[config.mk]
export PLATFORM = sky130hd
export DESIGN_NAME = axilwb_bridge
export DESIGN_NICKNAME = d
export VERILOG_FILES = /design/src/rtl/axilwb_bridge.sv
export SDC_FILE = /design/constraint.sdc
export NUM_CORES = 1
export LEC_CHECK = 0
export BUFFER_PORTS_ARGS = -buffer_cell sky130_fd_sc_hd__buf_2
export CAP_MARGIN = 0
export CORE_MARGIN = 3
export CORE_UTILIZATION = 45
export CTS_CLUSTER_DIAMETER = 100
export DETAILED_ROUTE_END_ITERATION = 10
export PLACE_DENSITY_LB_ADDON = 0.15
export SKIP_LAST_GASP = 1
export SYNTH_ARGS = -nofsm -noshare
export SYNTH_HDL_FRONTEND = slang
export SYNTH_SLANG_ARGS = --single-unit
[constraint.sdc]
create_clock -name i_clk -period 2.4 [get_ports i_clk]
set_input_delay 0.6 -clock i_clk [delete_from_list [all_inputs] [get_ports i_clk]]
set_output_delay 0.6 -clock i_clk [all_outputs]
set_load 0.01 [all_outputs]
[src/rtl/axilwb_bridge.sv]
// rtl/axilwb_bridge.sv - AXI4-lite slave to pipelined Wishbone master bridge with read/write arbitration
//
// Purpose: accepts AXI4-lite reads and writes on one slave port and turns each into a single
// pipelined Wishbone transaction. Only one transaction is in flight at a time. Contested requests
// are granted round-robin. A stuck slave is aborted by a timeout, which returns DECERR.
//
// Ports:
//   i_clk, i_axi_reset_n                     clock and asynchronous active-low reset
//   i_axi_aw*/o_axi_awready, i_axi_w*/o_axi_wready   write address and data, accepted together
//   o_axi_bvalid/i_axi_bready/o_axi_bresp    write response
//   i_axi_ar*/o_axi_arready                  read address
//   o_axi_rvalid/i_axi_rready/o_axi_rdata/o_axi_rresp   read response
//   o_wb_cyc/stb/we/addr/data/sel            Wishbone request (word address)
//   i_wb_stall/ack/err/data                  Wishbone slave status and read data
module axilwb_bridge #(
    parameter int C_AXI_DATA_WIDTH = 32,
    parameter int C_AXI_ADDR_WIDTH = 28,
    parameter int LGTIMEOUT        = 8,
    parameter bit OPT_READONLY     = 1'b0,
    parameter bit OPT_WRITEONLY    = 1'b0,
    localparam int DW      = C_AXI_DATA_WIDTH,
    localparam int AW      = C_AXI_ADDR_WIDTH,
    localparam int SW      = DW / 8,
    localparam int ADDRLSB = $clog2(DW / 8),
    localparam int WBAW    = AW - ADDRLSB
) (
    input  logic            i_clk,
    input  logic            i_axi_reset_n,
    // write address / data / response
    input  logic            i_axi_awvalid,
    output logic            o_axi_awready,
    input  logic [AW-1:0]   i_axi_awaddr,
    input  logic [2:0]      i_axi_awprot,
    input  logic            i_axi_wvalid,
    output logic            o_axi_wready,
    input  logic [DW-1:0]   i_axi_wdata,
    input  logic [SW-1:0]   i_axi_wstrb,
    output logic            o_axi_bvalid,
    input  logic            i_axi_bready,
    output logic [1:0]      o_axi_bresp,
    // read address / response
    input  logic            i_axi_arvalid,
    output logic            o_axi_arready,
    input  logic [AW-1:0]   i_axi_araddr,
    input  logic [2:0]      i_axi_arprot,
    output logic            o_axi_rvalid,
    input  logic            i_axi_rready,
    output logic [DW-1:0]   o_axi_rdata,
    output logic [1:0]      o_axi_rresp,
    // wishbone master
    output logic            o_wb_cyc,
    output logic            o_wb_stb,
    output logic            o_wb_we,
    output logic [WBAW-1:0] o_wb_addr,
    output logic [DW-1:0]   o_wb_data,
    output logic [SW-1:0]   o_wb_sel,
    input  logic            i_wb_stall,
    input  logic            i_wb_ack,
    input  logic            i_wb_err,
    input  logic [DW-1:0]   i_wb_data
);

    typedef enum logic [1:0] {
        S_IDLE,
        S_BUS,
        S_WAIT,
        S_RESP
    } state_t;

    localparam logic [1:0] RESP_OKAY   = 2'b00;
    localparam logic [1:0] RESP_SLVERR = 2'b10;
    localparam logic [1:0] RESP_DECERR = 2'b11;

    // The timer counts cycles spent in BUS/WAIT starting from 0; the abort is taken in the
    // cycle where it reads 2^LGTIMEOUT-2, so cyc is high for exactly 2^LGTIMEOUT-1 cycles.
    localparam int TW   = (LGTIMEOUT > 0) ? LGTIMEOUT : 1;
    localparam int TLIM = (LGTIMEOUT > 0) ? (2 ** LGTIMEOUT) - 2 : 0;
    localparam logic [TW-1:0] TIMER_LAST = TW'(TLIM);

    state_t        state, state_d;
    logic          is_write;
    logic          last_grant_write;
    logic [TW-1:0] timer;
    logic [1:0]    resp;
    logic [DW-1:0] rdata_q;

    logic write_req, read_req;
    logic grant_write, grant_read;
    logic on_bus, timed_out, resp_ready;

    // Requests are masked during reset so no ready can be presented while held in reset.
    assign write_req  = i_axi_reset_n && i_axi_awvalid && i_axi_wvalid;
    assign read_req   = i_axi_reset_n && i_axi_arvalid;
    assign on_bus     = (state == S_BUS) || (state == S_WAIT);
    assign timed_out  = (LGTIMEOUT > 0) && (timer == TIMER_LAST);
    assign resp_ready = is_write ? i_axi_bready : i_axi_rready;

    always_comb begin
        state_d     = state;
        grant_write = 1'b0;
        grant_read  = 1'b0;
        case (state)
            S_IDLE: begin
                if (write_req && read_req) begin
                    grant_read  = last_grant_write;
                    grant_write = !last_grant_write;
                end else begin
                    grant_write = write_req;
                    grant_read  = read_req;
                end
                // Disabled directions are accepted but never reach the bus.
                if (grant_write) begin
                    state_d = OPT_READONLY ? S_RESP : S_BUS;
                end else if (grant_read) begin
                    state_d = OPT_WRITEONLY ? S_RESP : S_BUS;
                end
            end
            S_BUS: begin
                if (i_wb_ack || i_wb_err || timed_out) begin
                    state_d = S_RESP;
                end else if (!i_wb_stall) begin
                    state_d = S_WAIT;
                end
            end
            S_WAIT: begin
                if (i_wb_ack || i_wb_err || timed_out) begin
                    state_d = S_RESP;
                end
            end
            S_RESP: begin
                if (resp_ready) begin
                    state_d = S_IDLE;
                end
            end
            default: state_d = S_IDLE;
        endcase
    end

    always_ff @(posedge i_clk or negedge i_axi_reset_n) begin
        if (!i_axi_reset_n) begin
            state            <= S_IDLE;
            is_write         <= 1'b0;
            last_grant_write <= 1'b1;
            timer            <= '0;
            resp             <= RESP_OKAY;
            rdata_q          <= '0;
            o_wb_we          <= 1'b0;
            o_wb_addr        <= '0;
            o_wb_data        <= '0;
            o_wb_sel         <= '0;
        end else begin
            state <= state_d;
            if (grant_write) begin
                is_write         <= 1'b1;
                last_grant_write <= 1'b1;
                timer            <= '0;
                o_wb_we          <= !OPT_READONLY;
                o_wb_addr        <= i_axi_awaddr[AW-1:ADDRLSB];
                o_wb_data        <= i_axi_wdata;
                o_wb_sel         <= i_axi_wstrb;
                if (OPT_READONLY) begin
                    resp <= RESP_DECERR;
                end
            end else if (grant_read) begin
                is_write         <= 1'b0;
                last_grant_write <= 1'b0;
                timer            <= '0;
                o_wb_we          <= 1'b0;
                o_wb_addr        <= i_axi_araddr[AW-1:ADDRLSB];
                o_wb_sel         <= '1;
                if (OPT_WRITEONLY) begin
                    resp    <= RESP_DECERR;
                    rdata_q <= '0;
                end
            end else if (on_bus) begin
                timer <= timer + TW'(1);
                // err takes priority over a simultaneous ack
                if (i_wb_err) begin
                    resp    <= RESP_SLVERR;
                    rdata_q <= '0;
                end else if (i_wb_ack) begin
                    resp <= RESP_OKAY;
                    if (!is_write) begin
                        rdata_q <= i_wb_data;
                    end
                end else if (timed_out) begin
                    resp    <= RESP_DECERR;
                    rdata_q <= '0;
                end
            end
        end
    end

    assign o_axi_awready = grant_write;
    assign o_axi_wready  = grant_write;
    assign o_axi_arready = grant_read;

    // Response fields only change on entry to RESP, so they hold while valid && !ready.
    assign o_axi_bvalid = (state == S_RESP) && is_write;
    assign o_axi_rvalid = (state == S_RESP) && !is_write;
    assign o_axi_bresp  = resp;
    assign o_axi_rresp  = resp;
    assign o_axi_rdata  = rdata_q;

    assign o_wb_cyc = on_bus;
    assign o_wb_stb = (state == S_BUS);

    logic unused_inputs;
    assign unused_inputs = ^{i_axi_awprot, i_axi_arprot, i_axi_awaddr, i_axi_araddr};

endmodule

Yosys cells after proc, flatten, opt, wreduce, memory -nomap -nowiden

Index checks and enable logic that the tools add are counted.

Bits in registers: 108
Latch bits: 0
Memory bits (writable): 0
Memory bits (read-only): 0
Bits of input ports: 140
Output and inout port bits: 106
Logic and storage cells: 69
Memories: 0

Add/sub/neg operators: 1
Multiply operators: 0
Div/mod/pow operators: 0
Order comparisons: 0
Equality and inequality tests: 9
Shift operators: 0
Multiplexer cells: 30
Bitwise gates (word level): 2
Reduce and logical (&&, ||, !) cells: 18

Operators by type and width:

| operator                                       | count |
|---|---|
| two-way mux 32 bit                             | 4 |
| two-way mux 26 bit                             | 2 |
| two-way mux 8 bit                              | 3 |
| two-way mux 2 bit                              | 9 |
| two-way mux 1 bit                              | 9 |
| adder 8 x 1 -> 8 bit (second input constant)   | 1 |
| == test 8 bit (second input constant)          | 1 |
| two-way mux 4 bit                              | 2 |
| case mux 2 bit (4 select lines)                | 1 |
| AND reduction 4 bit                            | 2 |
| logical AND 1 bit                              | 6 |
| != test 3 bit (second input constant)          | 2 |
| nonzero test 3 bit                             | 2 |
| AND reduction 5 bit                            | 1 |
| == test 2 bit (second input constant)          | 2 |
| logical OR 1 bit                               | 3 |
| != test 3 x 2 -> 1 bit (second input constant) | 1 |
| == test 2 x 1 -> 1 bit (second input constant) | 1 |
| logical NOT 1 bit                              | 2 |
| logical NOT 2 bit                              | 1 |
| != test 2 x 1 -> 1 bit (second input constant) | 1 |
| != test 2 bit (second input constant)          | 1 |
| NOT 1 bit                                      | 2 |
| nonzero test 2 bit                             | 1 |

Depth between registers and ports, before layout

Gate-level depths: netlist of run 1.

Word-level depth: 8
Depth in mapped cells: 8
Mapped depth without buffers: 7

Least setup slack after synthesis of run 1

Ideal clock, no wire load.

Kind: register to output
From: reg state[0]
To: out o_axi_wready
Data arrival time: 1.612 ns
Path slack: 0.188 ns
Cell stages (with the launch flop): 8
Path through: dfrtp_1 inv_1 ha_1 nand2_1 a211o_1 inv_2 clkbuf_1 buf_4

Longest elaborated chain between the ends: 2

Ends and longest elaborated chain:

| element                  | line | text |
|---|---|---|
| start: declaration       | 80   | `state_t state, state_d;` |
| start signal: assignment | 152  | `state <= state_d;` |
| logical NOT 2 bit        | 102  | `case (state)` |
| two-way mux 1 bit        | 102  |  |
| end: declaration         | 35   | `output logic o_axi_wready,` |

No other way between the ends.

Worst setup path after layout of run 1

Ends and elaborated chain as after synthesis.

==> impl_metrics.csv, run 1 <==
group,metric,value,unit
floorplan,rows,36,
yosys,synth.area.top_cells,"dfrtp_1 (57%), nand2_1 (15%), mux2i_1 (7.5%), a22oi_1 (3.7%), inv_1 (3.0%)",
timing,maxSlewViolCount,0,
placed_design,dp_hpwl,9110,um
clocking,cts_buffers,9,
clocking,cts.sinks,108,
routing,postRouteAntennaNets,0,
yosys,ys_ff_latch,108,
timing,tightest_slew,1.035,ns
outcome,status,"finished clean",
placed_design,place_congestion,0.8278,
global_routing,track_usage,0.2041,
yosys,synth_warnings,0,
clocking,clock_latency,0.36,ns
routing,drt-total-wl,12110,um
yosys,yosysTopAreaCell,"dfrtp_1",
clocking,cts-htree-levels,3,
timing,fin_setup_tns,0,ns
timing,finalSetupViolCount,0,
yosys,avgSynthCellArea,9.762,um2
timing,fin_crit_sh,0.9516,
yosys,synthArstFlopShare,1.000,
timing,hold_viol_final,0,
routing,routed_via_density,4.772,
cells_and_area,synthToLayoutAreaGrowth,32.63,%
clocking,clockBufferDepth,2,
global_routing,grt-ovfl-total,0,
cells_and_area,nNetsFinal,858,
yosys,synthTopCellsByCount,"nand2_1 (186), dfrtp_1 (107), inv_1 (37)",
floorplan,start_util,0.4707,
power_and_ir_drop,irDropWorstVdd,0.5021,mV
clocking,cts_tree,"done",
cells_and_area,drive_gt1_frac,0.3808,
timing,period_needed,2.284,ns
routing,route.detailed.drc,0,
clocking,root_buffer,"clkbuf_8",
worst_setup_path,r2r_cells,7,
worst_setup_path,cp_max_fo,5,
clocking,holdBufCountCts,0,
cells_and_area,fin_util,0.6243,
worst_setup_path,required,1.80,ns
power_and_ir_drop,p_per_area,1201,nW/um2
yosys,syn_area,4686,um2
floorplan,fp.dieW,108.0,um
routing,first_pass_iters,5,
worst_setup_path,crit_type,"flop to primary output",
timing,rsz0062_at_grt,"no",
yosys,synthCells,480,
global_routing,grt_first_pass_wirelength,18970,um
yosys,synth-seq-area-share,0.5770,
power_and_ir_drop,leakage,3.568,nW
yosys,synth.most_common_cell,"nand2_1",
routing,drtIter0Drc,216,
yosys,ys.flop_type,"dfrtp_1",
clocking,clkTransAtPathRegs,0.10,ns
floorplan,die_y,108.0,um
global_routing,antenna_found_initial,0,
power_and_ir_drop,power,7.466,mW
yosys,synth_nets,626,
yosys,synth_top_area_share,0.5714,
yosys,synth_cell_types,38,
placed_design,port_buffers,235,
global_routing,grt_max_degree,84,
global_routing,grt_pass1_vias,3894,
timing,clock_skew,0.01336,ns
worst_setup_path,end_kind,"primary output",
worst_setup_path,worst_ep_arrival_time,1.68,ns
floorplan,ios,246,
yosys,synth_edf_count,0,
floorplan,coreArea,9955,um2
cells_and_area,fillers,867,
routing,wl_per_cell,14.24,um
timing,fmax,0.4379,GHz
min_path,hp-class,"input pin to asynchronous set/reset pin",
cells_and_area,antennaDiodeCount,0,
floorplan,die_area,11670,um2
worst_setup_path,worstSetupStartpointType,"flop",
job,cap_violations,0,
timing,relSlewSlack,0.3101,
routing,dr_total_vias,4056,
-- cells in the final DEF (no fill, tap or decap), drive strengths merged --
master    Yosys  final
a211o         1      1
a211oi        1      1
a21o          3      3
a21oi         2      2
a22oi        23     23
a32o          1      1
a41oi         2      2
and2          3      3
and3          3      3
buf          13    248
bufinv        0      1
clkbuf       14     11
clkinv        0      1
clkinvlp      0      2
dfrtp       107    107
dfstp         1      1
ha            6      6
inv          38     39
mux2          1      1
mux2i        35     35
nand2       186    186
nand3         3      3
nand4         4      4
nor2          7      7
nor2b         2      2
nor3          1      1
o211a         1      1
o211ai        1      1
o21ai         8      8
o21ba         1      1
o22a          5      5
or3           2      2
xnor2         2      2
xor2          3      3
-- kinds of logic after synthesis --
family                     count (synthesis)  synth area share
AOI/OAI and AO/OA                         49           0.07771
xor gates and xnor gates                   5          0.009348
adders and majority gates                  6           0.01602
buffers and inverters                     65           0.06088
DFF                                      108            0.5770
muxes                                     36           0.07717
and+or+nand+nor                          211            0.1818
-- critical path: stages (launching register included) --
cell	delay (ns)
dfrtp_2	0.45
inv_1	0.10
ha_2	0.20
nand2_1	0.05
a211o_1	0.31
inv_4	0.09
buf_2	0.13
-- worst paths after layout --
kind,endpoint,from,slack (ns)
hold reg to reg,o_wb_addr[25],o_wb_addr[25],0.47
min in group i_clk,o_wb_data[9],i_axi_wdata[9],0.42
max in group asynchronous,state[0],i_axi_reset_n,1.13
setup reg to reg,o_axi_rdata[29],state[0],0.55
hold / removal,o_wb_data[11],i_axi_reset_n,0.28
setup / recovery,o_axi_wready,state[0],0.12
-- report_power, final --
| group | total (mW) | switching, mW | internal (mW) |
|---|---|---|---|
| sequential | 3.17 | 0.488 | 2.68 |
| clock | 1.11 | 0.592 | 0.514 |
| combinational | 3.19 | 1.80 | 1.40 |
-- per-layer routing --
layer,share of wire,up-vias,wire length (um),GRT usage
li1,-,1993,-,-
met1,0.42,1865,5047,0.2750
met3,0.083,24,1003,0.04597
met4,0.023,0,274,0.07755
met2,0.48,174,5781,0.3242
met5,0,-,0,0
-- stage by stage --
stage | std cells | hold slack, ns | worst slack (ns) | area (um2)
2_1_floorplan | 480 | 0.3044 | 0.1880 | 4686
3_3_place_gp | 831 | 0.4482 | 0.3686 | 5978
3_5_place_dp | 831 | 0.4504 | 0.3674 | 5978
4_1_cts | 847 | 0.2668 | 0.007919 | 6181
5_1_grt | 850 | 0.2794 | 0.01000 | 6215
6_report | 850 | 0.2780 | 0.1161 | 6215
-- state kept, by name, summed over array words and instances (netlist names) --
register and flops:
o_axi_rdata 32, o_wb_data 32, o_wb_addr 26, timer 8, o_wb_sel 4, o_axi_bresp 2, state 2, is_write 1
last_grant_write 1
-- layout make-up --
class                      instances  area (um2)  area share
clock buffer                      11       141.4     0.02275
clock inverter                     5       58.81    0.009462
inverter                          38       145.1     0.02335
multi-input combinational        307        1709      0.2750
sequential                       108        2705      0.4353
tap                              133       166.4     0.02678
timing repair buffer             248        1289      0.2074
-- repair_timing --
action                                  in CTS  in global routing
pin swaps                                    0                  0
endpoints found under the setup margin       2                  3
gates resized for setup                      1                  3
buffers inserted                             0                  3
Power figures use the tool's default switching activity.
==> run 2, diff against run 1 <==
CAP_MARGIN = unset   (was 0)
REMOVE_ABC_BUFFERS = 1   (was unset)
==> impl_metrics.csv, run 2 (synthesis gave the netlist of run 1 again) <==
group,metric,value,unit
outcome,status,"finished clean",
power_and_ir_drop,irDropWorstVdd,0.5205,mV
global_routing,antenna_found_initial,0,
placed_design,port_buffers,235,
routing,route.detailed.drc,0,
power_and_ir_drop,leakage,3.567,nW
worst_setup_path,rr_endpoint,"o_wb_addr[16]",
worst_setup_path,crit_chain,"inv_1 -> ha_1 -> nand2_1 -> a211o_1 -> inv_2 -> buf_2",
timing,clock_skew,0.01404,ns
global_routing,grt-ovfl-total,0,
routing,first_pass_iters,4,
timing,fmax,0.4456,GHz
placed_design,place_congestion,0.7528,
cells_and_area,antennaDiodeCount,0,
clocking,cts_buffers,9,
clocking,root_buffer,"clkbuf_8",
floorplan,coreArea,9955,um2
timing,fin_crit_sh,0.9351,
clocking,cts.sinks,108,
cells_and_area,fillers,901,
cells_and_area,drive_gt1_frac,0.3776,
placed_design,dp_hpwl,9459,um
timing,hold_viol_final,0,
job,cap_violations,0,
worst_setup_path,crit_family,"flip-flops",
global_routing,track_usage,0.2150,
routing,routed_via_density,4.825,
timing,tightest_slew,1.051,ns
cells_and_area,fin_area,6198,um2
cells_and_area,final_cell_mix,"buf_2 (234), nand2_1 (186), dfrtp_1 (107)",
worst_setup_path,r2r_cells,9,
power_and_ir_drop,power,7.486,mW
worst_setup_path,r2r_start,"state[0]",
worst_setup_path,cp_slowest_stage_delay,0.41,ns
worst_setup_path,end_kind,"primary output",
clocking,clockBufferDepth,2,
routing,drt-total-wl,12780,um
power_and_ir_drop,p_per_area,1208,nW/um2
floorplan,start_util,0.4707,
min_path,hp-class,"input pin to asynchronous set/reset pin",
worst_setup_path,cp_max_fo,3,
cells_and_area,nNetsFinal,857,
timing,finalSetupViolCount,0,
timing,maxSlewViolCount,0,
floorplan,rows,36,
floorplan,ios,246,
routing,drtIter0Drc,204,
worst_setup_path,worstSetupStartpointType,"flop",
timing,period_needed,2.244,ns
clocking,cts_tree,"done",
routing,postRouteAntennaNets,0,
worst_setup_path,reg2reg_slack,0.55,ns
cells_and_area,synthToLayoutAreaGrowth,32.28,%
cells_and_area,ff_latch_area,2704,um2
global_routing,grt_pass1_vias,3924,
worst_setup_path,crit_type,"flop to primary output",
routing,dr_total_vias,4092,
routing,wl_per_cell,15.07,um
floorplan,fp.dieW,108.0,um
cells_and_area,finalNonFillerCells,848,
clocking,clock_latency,0.37,ns
timing,fin_ws,0.1558,ns
placed_design,dpl_cell_area,5983,um2
worst_setup_path,critPathSlowestCell,"dfrtp_1",
worst_setup_path,worst_ep_arrival_time,1.64,ns
clocking,cts-htree-levels,3,
placed_design,pre_cts_slack,0.4247,ns
placed_design,dp_cells,830,
global_routing,grt_first_pass_wirelength,19490,um
floorplan,die_y,108.0,um
clocking,clkTransAtPathRegs,0.10,ns
timing,relSlewSlack,0.2993,
worst_setup_path,required,1.80,ns
floorplan,die_area,11670,um2
worst_setup_path,cp.buffers_inverters,3,
cells_and_area,final_common_cell,"buf_2",
timing,rsz0062_at_grt,"no",
global_routing,grt_max_degree,86,
cells_and_area,multi_input_area,1707,um2
-- run 2: layout make-up --
cell class	instances	area share
repair buffers	247	0.2087
well taps	133	0.02685
clock buffers	11	0.02442
flip-flops and latches	108	0.4362
inverters	38	0.02301
multi-input cells	307	0.2753
clock inverters	4	0.005450
-- run 2: stage by stage --
stage,util,TNS [ns],hold slack [ns]
6_report,0.6227,0,0.2364
5_1_grt,0.6227,0,0.2465
4_1_cts,0.6204,0,0.2304
3_5_place_dp,0.6011,0,0.4496
3_3_place_gp,0.6011,0,0.4467
2_1_floorplan,-,-9.849,0.3044
-- run 2: worst register-to-register path, cell delays in order, from the launching register on --
cell,delay [ns]
dfrtp_1,0.41
inv_1,0.09
ha_1,0.19
nand2_1,0.06
a211o_1,0.30
inv_2,0.10
buf_4,0.12
buf_12,0.24
a22oi_1,0.19
nand2_1,0.09
-- run 2: what timing repair did --
action                     CTS  global route
setup buffers                0             3
hold buffers                 0             0
setup endpoints to repair    1             3
resized for setup            1             0
-- run 2: where the power goes --
group	internal [mW]	leakage, nW	switching (mW)
clock network	0.437	0.0920	0.614
registers	2.68	1.37	0.497
logic	1.43	2.10	1.84
-- run 2: per-layer routing --
metal | track usage | part of all wire
met5 | 0 | 0
met4 | 0.06583 | 0.015
met3 | 0.07164 | 0.085
met2 | 0.3623 | 0.49
met1 | 0.2626 | 0.41
-- run 2: worst max-delay path by stage --
stage                        from             end  slack (ns)  cells past startpoint
finish                   state[0]    o_axi_wready        0.16                      6
global route             state[1]    o_axi_wready        0.04                      6
CTS                      state[0]    o_axi_wready        0.03                      6
detailed placement       state[0]   o_axi_arready        0.42                      5
global placement    i_axi_reset_n   o_axi_arready        0.43                      4
floorplan                i_wb_ack  o_axi_rdata[0]       -0.30                      4
==> run 3, diff against run 2 <==
CAP_MARGIN = 20   (was unset)
CORE_ASPECT_RATIO = 1.5   (was unset)
==> impl_metrics.csv, run 3 (synthesis gave the netlist of run 1 again) <==
group,metric,value,unit
worst_setup_path,worst_ep_arrival_time,1.72,ns
worst_setup_path,cp.buffers_inverters,3,
timing,period_needed,2.321,ns
timing,relSlewSlack,0.3778,
power_and_ir_drop,irDropWorstVdd,0.5330,mV
floorplan,die_y,131.0,um
clocking,clock_latency,0.35,ns
timing,rsz0062_at_grt,"no",
timing,fmax,0.4309,GHz
cells_and_area,drive_gt1_frac,0.3759,
floorplan,start_util,0.4623,
clocking,clockBufferDepth,2,
floorplan,fp.dieW,89.32,um
timing,maxSlewViolCount,0,
cells_and_area,antennaDiodeCount,0,
global_routing,grt-ovfl-total,0,
worst_setup_path,reg2reg_slack,0.53,ns
worst_setup_path,crit_family,"flip-flops",
worst_setup_path,crit_type,"flop to primary output",
worst_setup_path,worstSetupStartpointType,"flop",
routing,routed_via_density,4.875,
timing,hold_viol_final,0,
timing,fin_ws,0.07950,ns
floorplan,coreArea,10130,um2
routing,drt-total-wl,12130,um
clocking,cts-htree-levels,3,
worst_setup_path,crit_chain,"inv_1 -> ha_1 -> nand2_1 -> a211o_1 -> inv_2 -> buf_2",
job,cap_violations,0,
timing,fin_crit_sh,0.9669,
timing,clock_skew,0.006632,ns
worst_setup_path,cp_max_fo,5,
routing,postRouteAntennaNets,0,
clocking,clkTransAtPathRegs,0.07,ns
global_routing,grt_first_pass_wirelength,18680,um
cells_and_area,fin_area,6241,um2
power_and_ir_drop,leakage,3.598,nW
placed_design,place_congestion,0.7995,
routing,wl_per_cell,14.61,um
floorplan,rows,45,
cells_and_area,final_common_cell,"buf_2",
worst_setup_path,required,1.80,ns
clocking,cts_buffers,9,
cells_and_area,final_cell_mix,"buf_2 (234), nand2_1 (186), dfrtp_1 (107)",
routing,dr_total_vias,4046,
worst_setup_path,r2r_start,"state[0]",
worst_setup_path,critPathSlowestCell,"dfrtp_1",
routing,drtIter0Drc,150,
routing,route.detailed.drc,0,
timing,finalSetupViolCount,0,
floorplan,die_area,11700,um2
worst_setup_path,rr_endpoint,"timer[7]",
global_routing,grt_pass1_vias,3817,
clocking,root_buffer,"clkbuf_16",
worst_setup_path,cp_slowest_stage_delay,0.43,ns
global_routing,grt_max_degree,75,
clocking,cts_tree,"done",
min_path,hp-class,"input pin to asynchronous set/reset pin",
cells_and_area,finalNonFillerCells,830,
worst_setup_path,end_kind,"primary output",
cells_and_area,nNetsFinal,854,
outcome,status,"finished clean",
placed_design,dpl_cell_area,5956,um2
placed_design,pre_cts_slack,0.4081,ns
power_and_ir_drop,power,7.763,mW
power_and_ir_drop,p_per_area,1244,nW/um2
floorplan,ios,246,
placed_design,dp_hpwl,8979,um
clocking,holdBufCountCts,0,
cells_and_area,synthToLayoutAreaGrowth,33.19,%
placed_design,dp_cells,813,
worst_setup_path,r2r_cells,6,
global_routing,track_usage,0.2067,
timing,tightest_slew,0.9333,ns
placed_design,port_buffers,235,
clocking,cts.sinks,108,
routing,first_pass_iters,4,
global_routing,antenna_found_initial,0,
## run 3: cell count changes in the layout (fill, tap and decap cells not counted)
cell	previous run	this run
clkbuf_8	11	1
inv_2	1	2
clkinv_2	0	3
buf_4	11	8
inv_1	37	36
clkbuf_16	0	9
clkinvlp_4	1	2
clkinv_4	2	0
o211a_4	1	0
o211a_1	0	1
## run 3: timing repair
| action | CTS | global route |
|---|---|---|
| resized for setup | 0 | 1 |
| endpoints found under the setup margin | 0 | 2 |
| setup buffers | 0 | 1 |
## run 3: area by class of cell
| type | instances | area, um2 |
|---|---|---|
| tap | 117 | 146.4 |
| sequential | 108 | 2704 |
| clock inverter | 6 | 38.79 |
| clock buffer | 10 | 239.0 |
| timing repair buffer | 244 | 1271 |
| fill | 906 | 3894 |
| inverter | 38 | 142.6 |
| multi-input combinational | 307 | 1699 |
## run 3: worst max-delay path by stage
| stage | cells past startpoint | to | slack (ns) | startpoint |
|---|---|---|---|---|
| final | 6 | o_axi_awready | 0.08 | state[0] |
| after global routing | 6 | o_axi_awready | 0.003 | state[0] |
| after CTS | 6 | o_axi_awready | 0.06 | state[0] |
| after detailed placement | 5 | state[1] | 0.41 | i_axi_reset_n |
| after global placement | 5 | o_axi_wready | 0.44 | i_axi_reset_n |
| after floorplan | 4 | o_axi_rdata[0] | -0.30 | i_wb_ack |
## run 3: stage by stage
step / setup TNS (ns) / utilization / hold slack (ns)
finish: 0 / 0.6158 / 0.3286
global route: 0 / 0.6158 / 0.3521
CTS: 0 / 0.6151 / 0.3347
detailed placement: 0 / 0.5877 / 0.4498
global placement: 0 / 0.5877 / 0.4459
floorplan: -9.849 / - / 0.3044
## run 3: report_power, final
part           total [mW]  leakage [nW]  internal, mW  switching, mW
Clock                1.38         0.135         0.730          0.654
Sequential           3.18          1.37          2.68          0.494
Combinational        3.20          2.09          1.41           1.79
## run 3: layer usage
| layer | GRT usage | vias up | routed length [um] |
|---|---|---|---|
| li1 | - | 1985 | - |
| met1 | 0.2581 | 1872 | 4746 |
| met2 | 0.3404 | 171 | 6101 |
| met3 | 0.06023 | 18 | 1081 |
| met4 | 0.07099 | 0 | 199 |
| met5 | 0 | - | 0 |
